`src/rtl/sevenseg_scan_driver_if.sv`:
```
// sevenseg_scan_driver_if: load/ack value handshake plus scanned display outputs
interface sevenseg_scan_driver_if #(parameter int NUM_DIGITS = 4);
  logic [4*NUM_DIGITS-1:0] value;
  logic [NUM_DIGITS-1:0]   dp_mask;
  logic                    blank_lz;
  logic                    load;
  logic                    load_ack;
  logic                    frame_done;
  logic [NUM_DIGITS-1:0]   an;
  logic [6:0]              seg;
  logic                    dp;
  modport master (output value, dp_mask, blank_lz, load, input load_ack, frame_done, an, seg, dp);
  modport slave (input value, dp_mask, blank_lz, load, output load_ack, frame_done, an, seg, dp);
endinterface

```
`src/rtl/sevenseg_scan_driver.sv`:
```
// sevenseg_scan_driver: frame-synchronous latched hex value scanned onto a common-anode 7-segment display
module sevenseg_scan_driver #(
  parameter int NUM_DIGITS  = 4,
  parameter int REFRESH_DIV = 16
) (
  input logic                     clk,
  input logic                     rst_n,
  sevenseg_scan_driver_if.slave   bus
);
  localparam int DW = $clog2(REFRESH_DIV);
  localparam int IW = $clog2(NUM_DIGITS);
  localparam int W  = 4 * NUM_DIGITS;
  localparam logic [16*7-1:0] SEG_LUT = {
    7'h0E, 7'h06, 7'h21, 7'h46, 7'h03, 7'h08, 7'h10, 7'h00,
    7'h78, 7'h02, 7'h12, 7'h19, 7'h30, 7'h24, 7'h79, 7'h40
  };
  logic [DW-1:0]         r_div;
  logic [IW-1:0]         r_idx;
  logic [W-1:0]          r_pend, r_disp;
  logic [NUM_DIGITS-1:0] r_pend_dp, r_disp_dp, r_an;
  logic                  r_pend_v, r_ack, r_fd, r_dp;
  logic [6:0]            r_seg;
  logic                  w_div_end, w_idx_end, w_bound, w_off;
  logic [NUM_DIGITS-1:0] w_zhi;
  logic [3:0]            w_nib;
  genvar k;
  for (k = 0; k < NUM_DIGITS; k++) begin : g_zhi
    assign w_zhi[k] = r_disp[W-1:4*k] == '0;
  end
  assign w_div_end = r_div == DW'(REFRESH_DIV - 1);
  assign w_idx_end = r_idx == IW'(NUM_DIGITS - 1);
  assign w_bound   = w_div_end && w_idx_end;
  assign w_nib     = r_disp[4*r_idx +: 4];
  // slot start is a dark gap against ghosting; blanked leading zeros stay dark too
  assign w_off     = r_div == '0 || (bus.blank_lz && r_idx != '0 && w_zhi[r_idx]);
  always_ff @(posedge clk or negedge rst_n) begin
    if (!rst_n) begin
      r_div     <= '0;
      r_idx     <= '0;
      r_pend    <= '0;
      r_pend_dp <= '0;
      r_pend_v  <= 1'b0;
      r_disp    <= '0;
      r_disp_dp <= '0;
      r_an      <= '1;
      r_seg     <= 7'h7F;
      r_dp      <= 1'b1;
      r_ack     <= 1'b0;
      r_fd      <= 1'b0;
    end else begin
      r_div <= w_div_end ? '0 : r_div + 1'b1;
      if (w_div_end) r_idx <= w_idx_end ? '0 : r_idx + 1'b1;
      r_an  <= w_off ? '1 : ~(NUM_DIGITS'(1) << r_idx);
      r_seg <= w_off ? 7'h7F : SEG_LUT[7*w_nib +: 7];
      r_dp  <= w_off | ~r_disp_dp[r_idx];
      r_fd  <= w_bound;
      r_ack <= w_bound && r_pend_v;
      if (w_bound && r_pend_v) begin
        r_disp    <= r_pend;
        r_disp_dp <= r_pend_dp;
      end
      if (bus.load) begin
        r_pend    <= bus.value;
        r_pend_dp <= bus.dp_mask;
        r_pend_v  <= 1'b1;
      end else if (w_bound) r_pend_v <= 1'b0;
    end
  end
  assign bus.an         = r_an;
  assign bus.seg        = r_seg;
  assign bus.dp         = r_dp;
  assign bus.load_ack   = r_ack;
  assign bus.frame_done = r_fd;
endmodule

```
`src/flat_wrapper.sv`:
```
// flat-port wrapper written by rule: the top's interface ports become plain ports
module sevenseg_scan_driver_flat 
#(
  parameter int NUM_DIGITS  = 4,
  parameter int REFRESH_DIV = 16
)
  (clk, rst_n, bus_value, bus_dp_mask, bus_blank_lz, bus_load, bus_load_ack, bus_frame_done, bus_an, bus_seg, bus_dp);
  sevenseg_scan_driver_if #(.NUM_DIGITS(NUM_DIGITS)) bus_i ();
  input logic clk;
  input logic rst_n;
  input wire logic [$bits(bus_i.value)-1:0] bus_value;
  input wire logic [$bits(bus_i.dp_mask)-1:0] bus_dp_mask;
  input wire logic [$bits(bus_i.blank_lz)-1:0] bus_blank_lz;
  input wire logic [$bits(bus_i.load)-1:0] bus_load;
  output wire logic [$bits(bus_i.load_ack)-1:0] bus_load_ack;
  output wire logic [$bits(bus_i.frame_done)-1:0] bus_frame_done;
  output wire logic [$bits(bus_i.an)-1:0] bus_an;
  output wire logic [$bits(bus_i.seg)-1:0] bus_seg;
  output wire logic [$bits(bus_i.dp)-1:0] bus_dp;
  assign bus_i.value = bus_value;
  assign bus_i.dp_mask = bus_dp_mask;
  assign bus_i.blank_lz = bus_blank_lz;
  assign bus_i.load = bus_load;
  assign bus_load_ack = bus_i.load_ack;
  assign bus_frame_done = bus_i.frame_done;
  assign bus_an = bus_i.an;
  assign bus_seg = bus_i.seg;
  assign bus_dp = bus_i.dp;
  sevenseg_scan_driver #(.NUM_DIGITS(NUM_DIGITS), .REFRESH_DIV(REFRESH_DIV)) u_core (.clk(clk), .rst_n(rst_n), .bus(bus_i));
endmodule
```
`config.mk`:
```
export PLATFORM = sky130hd
export DESIGN_NAME = sevenseg_scan_driver_flat
export DESIGN_NICKNAME = d
export VERILOG_FILES = /design/src/rtl/sevenseg_scan_driver_if.sv /design/src/rtl/sevenseg_scan_driver.sv /design/src/flat_wrapper.sv
export SDC_FILE = /design/constraint.sdc
export NUM_CORES = 1
export LEC_CHECK = 0
export CAP_MARGIN = 20
export CORE_ASPECT_RATIO = 0.8
export CORE_MARGIN = 2
export CORE_UTILIZATION = 30
export CTS_CLUSTER_SIZE = 24
export DETAILED_ROUTE_END_ITERATION = 8
export HOLD_SLACK_MARGIN = 0.12
export PLACE_DENSITY = 0.55
export SETUP_SLACK_MARGIN = 0.15
export SYNTH_ARGS = -nofsm -noshare
export SYNTH_HDL_FRONTEND = slang
export SYNTH_SLANG_ARGS = --single-unit
```
`constraint.sdc`:
```
create_clock -name clk -period 2.1 [get_ports clk]
set_clock_uncertainty 0.05 [all_clocks]
set_input_delay 0.315 -clock clk [delete_from_list [all_inputs] [get_ports clk]]
set_output_delay 0.315 -clock clk [all_outputs]
set_load 0.02 [all_outputs]
```
Yosys cells after proc, flatten, opt, wreduce, memory -nomap -nowiden. Cells that the tools add are included.

Register bits after elaboration: 61. Word-level logic and storage cells: 46. ROM bits: 0. Bits in writable memories: 0. Memories: 0. Bits in latches: 0. Input port bits: 24.

Multiply operators: 1. $add $sub $neg: 2. Equal/unequal tests: 2. Bitwise gates (word level): 3. Reductions and logical operators: 12. Order comparisons: 1. Shifts and indexed selects: 3. Div/mod/pow operators: 0. Multiplexer cells: 10.

Operator list (number): variable part select 112 x 8 -> 7 bit, first input constant (1); logical NOT 16 bit (1); variable part select 16 x 5 -> 4 bit (1); logical NOT 12 bit (1); logical NOT 4 bit (2); logical NOT 8 bit (1); two-way mux 4 bit (2); multiplier 3 x 4 -> 7 bit, first input constant (1); two-way mux 7 bit (1); adder 4 x 1 -> 4 bit, second input constant (1); binary-select mux 1 bit (select 2 bit) (2); equality test 4 bit, second input constant (1); logical AND 1 bit (4); two-way mux 1 bit (4); NOT 4 bit (1); nonzero test 2 bit (2); left shift 1 x 2 -> 4 bit, first input constant (1); < comparator 2 x 3 -> 1 bit, second input constant (1); adder 2 x 1 -> 2 bit, second input constant (1); equality test 2 bit, second input constant (1); two-way mux 2 bit (1); logical OR 1 bit (1); NOT 1 bit (1); OR 1 bit (1).

Longest topological paths before layout.
Word-level depth: 6. Gate-level depth with buffers: 8. Gate-level depth less buffers: 7.

Worst setup path before layout. OpenSTA, ideal clock, no wires.

Path kind: register to register. From: reg u_core.r_idx[0]. To: reg u_core.r_seg[3], in the netlist u_core.bus.seg[3]. Arrival time: 1.995 ns. Stages on the path, launching flop included: 8. Slack: -0.025 ns. Buffers on the path: 1. Cell sequence: dfrtp_1 > buf_4 > mux4_2 > inv_1 > ha_1 > inv_1 > mux4_2 > nand2b_1.

Word-level cells in the longest chain between the ends: 5. Elaborated cells between the ends (all ways): 10. Those cells by class: mul: 1; shift: 2; mux: 3; reduce/logical: 4.

Ends and longest elaborated chain: from (decl) (line sevenseg_scan_driver.sv:18) `logic [IW-1:0] r_idx;`; from (signal assigned) (line sevenseg_scan_driver.sv:52) `if (w_div_end) r_idx <= w_idx_end ? '0 : r_idx + 1'b1;`; branches (longest 4 deep; another with multiplier 3 x 4 -> 7 bit); two-way mux 7 bit * (line sevenseg_scan_driver.sv:54) `r_seg <= w_off ? 7'h7F : SEG_LUT[7*w_nib +: 7];`; to (signal assigned) (line sevenseg_scan_driver.sv:54); to (decl) (line sevenseg_scan_driver.sv:22) `logic [6:0] r_seg;`.

Mark *: on every way between the ends. The select of a mux whose other input is x is not followed. A chain may end at the register's enable or synchronous reset.

Worst setup path after layout. Ends and elaborated chain as after synthesis.

==> run summary <==
status - finished clean
initial antenna violation count - 0
post-route cell area - 3759 um^2
commonest non-fill, non-tap cell in the layout - dfrtp_1
Antenna diodes - 0
HP Class - flip-flop to flip-flop
share of the synthesized area in the top cell type - 0.4428
Sink Count - 61
Worst-path clk slew - 0.05 ns
Routed WL - 5.375 mm
Sequential Power Share - 0.463
Seq/Total Area, Yosys - 0.5567
critical-path cell list - mux4_2 > inv_2 > ha_4 > inv_2 > mux4_2 > nand2b_4
area grow syn2layout - 35.74%
Int Pwr - 2.128 mW
Fillers - 852
Hold Fails Final Rpt - 0
Site Rows - 31
Clk network pwr share - 0.488
CTS Buf Count - 9
routability cong. - 0.7993
number of global-route vias before repair - 1893
LEAKAGE - 1.648 nW
CP max stage cell - mux4_2
Initial Util - 0.3077
syn_nets - 237
setup tns final - 0 ns
Mapped Area - 2769 um^2
DP Wirelength - 3.669 mm
wire length per cell - 14.14 um
width of the die - 111.4 um
Net Switching - 0.5509 mW
Max clock buf depth - 2
DR pass1 iterations - 4
most frequent cells in the layout - dfrtp_1 (47), mux2_2 (42), clkdlybuf4s50_1 (36)
WP data arrival - 2.17 ns
Top FF cell, synth - dfrtp_1
gr ovfl total - 0
Worst-Skew Late Latency - 0.33 ns
Post-synth ARST share - 1.000
Switching Fraction - 0.2056
largest cells by area after synthesis - dfrtp_1 (44%), mux2_2 (17%), dfstp_2 (11%), ha_1 (5.4%), mux4_2 (4.1%)
layout cells sized above 1 - 0.4075
antenna-violating nets left - 0
CTS Root Buffer Type - clkbuf_16
DRT iter0 DRCs - 70
final setup fails - 0
final net count - 296
f_max - 0.5079 GHz
CTS tree - done
largest net degree at the start of global routing - 62
Synth Register Bits - 61
CP max FO - 4
Syn Area/Cell - 13.78 um^2
synth warn - 0
final worst path period share - 0.9376
reported max-cap violation count - 0
Post-Syn Instances - 201
number of library cell types mapped by synthesis - 35
Placed Area - 3343 um^2
Yosys top cell by area - dfrtp_1
die area - 10020 um^2
drt drc - 0
RSZ-0062 raised after global routing - true
H-tree levels - 3
Worst EP required - 2.30 ns
count of pins over their slew limit - 0
Crit. End Element - flip-flop
area of the core region - 8999 um^2
crit path launch type - flip-flop
total track usage - 0.1226
Vert. Die Dim - 89.93 um
Peak VDD IR - 0.0004504 V
IO Count - 38
Comb pwr share - 0.049
Final Core Density - 0.4177
worst relative slew slack - 0.6621
Crit path largest cell delay - 0.57 ns
first-pass GRT wire length - 9.556 mm
Worst Tran Pin Value - 0.5022 ns
Port Buf Inserts - 37
EDFF count, synth - 0
Vias/cell - 4.616
DR vias - 1754
min Tclk post-route - 1.969 ns
power density cells - 712.7 nW/um^2
kind of critical path - flip-flop to flip-flop
-- cell type report --
cell class              count  area [um^2]  area share
clock inverters             2        12.51    0.003329
well taps                 115        143.9     0.03828
repair buffers             57        560.5      0.1491
clock buffers              14        254.0     0.06758
flip-flops and latches     61         1544      0.4108
inverters                  10        40.04     0.01065
multi-input cells         121         1204      0.3202
-- sequential cells by signal (all words and copies together) (netlist names) --
signal	cells
u_core.r_disp	16
u_core.r_pend	16
u_core.bus.seg	7
u_core.bus.an	4
u_core.r_disp_dp	4
u_core.r_div	4
u_core.r_pend_dp	4
u_core.r_idx	2
u_core.bus.dp	1
u_core.bus.frame_done	1
u_core.bus.load_ack	1
u_core.r_pend_v	1
-- power groups by stage --
stage               Clock (mW)  Sequential (mW)  Combinational (mW)
floorplan                    0             1.25              0.0540
global placement             0             1.26               0.130
detailed placement           0             1.26               0.131
CTS                       1.35             1.24               0.135
global route              1.41             1.25               0.148
finish                    1.31             1.24               0.132
-- final timing paths --
check                           startpoint                  end  slack [ns]  depth (start not counted)
setup / recovery           u_core.r_idx[0]    u_core.bus.seg[3]        0.13                          6
hold / removal             u_core.r_div[0]      u_core.r_div[0]        0.44                          1
setup reg to reg           u_core.r_idx[0]    u_core.bus.seg[3]        0.13                          6
hold reg to reg            u_core.r_div[0]      u_core.r_div[0]        0.44                          1
max in group asynchronous            rst_n     u_core.bus.an[2]        1.20                          3
min in group asynchronous            rst_n  u_core.r_pend_dp[1]        0.47                          3
-- Yosys cell counts, drive strengths merged, types with 4 or more instances --
| library cell | n |
|---|---|
| mux2i | 6 |
| nor4 | 4 |
| nor2 | 4 |
| ha | 12 |
| mux4 | 5 |
| buf | 7 |
| mux2 | 43 |
| nand2b | 4 |
| inv | 10 |
| nand2 | 13 |
| dfrtp | 49 |
| dfstp | 12 |
-- timing repair --
action / in CTS / in global routing
buffers inserted: 5 / 2
cloned: 0 / 1
pin swaps: 4 / 0
resized for setup: 5 / 10
hold buffers: 1 / 0
hold endpoints to repair: 49 / 0
setup endpoints to repair: 2 / 31
-- cell families after synthesis --
group | synth area share
flops | 0.5567
fa+ha+maj | 0.05422
xor+xnor | 0.009491
compound gates | 0.04022
simple gates | 0.06552
mux | 0.2431
buf+inv | 0.03073
-- metrics by stage --
step / worst slack, ns / hold slack, ns / total power [mW] / cells
2_1_floorplan: 0.02707 / -0.03059 / 1.303 / 201
3_3_place_gp: 0.09802 / 0.2997 / 1.389 / 355
3_5_place_dp: 0.05078 / 0.2995 / 1.391 / 355
4_1_cts: 0.09606 / 0.4309 / 2.729 / 377
5_1_grt: 0.04668 / 0.4750 / 2.807 / 380
6_report: 0.1310 / 0.4365 / 2.679 / 380
-- metal layers --
metal | track usage | vias to the layer above | share of wire
met5 | 0 | - | 0
met4 | 0.05247 | 0 | 0.014
met3 | 0.04788 | 6 | 0.047
met2 | 0.1733 | 39 | 0.42
met1 | 0.1672 | 879 | 0.52
li1 | - | 830 | -
-- critical path: cells and delay by family (launching register included) --
| kind | cells | cell delay [ns] |
|---|---|---|
| simple gates | 1 | 0.15 |
| flops | 1 | 0.40 |
| mux | 2 | 1.02 |
| fa+ha+maj | 1 | 0.14 |
| buf+inv | 2 | 0.14 |
Power figures use the tool's default switching activity.
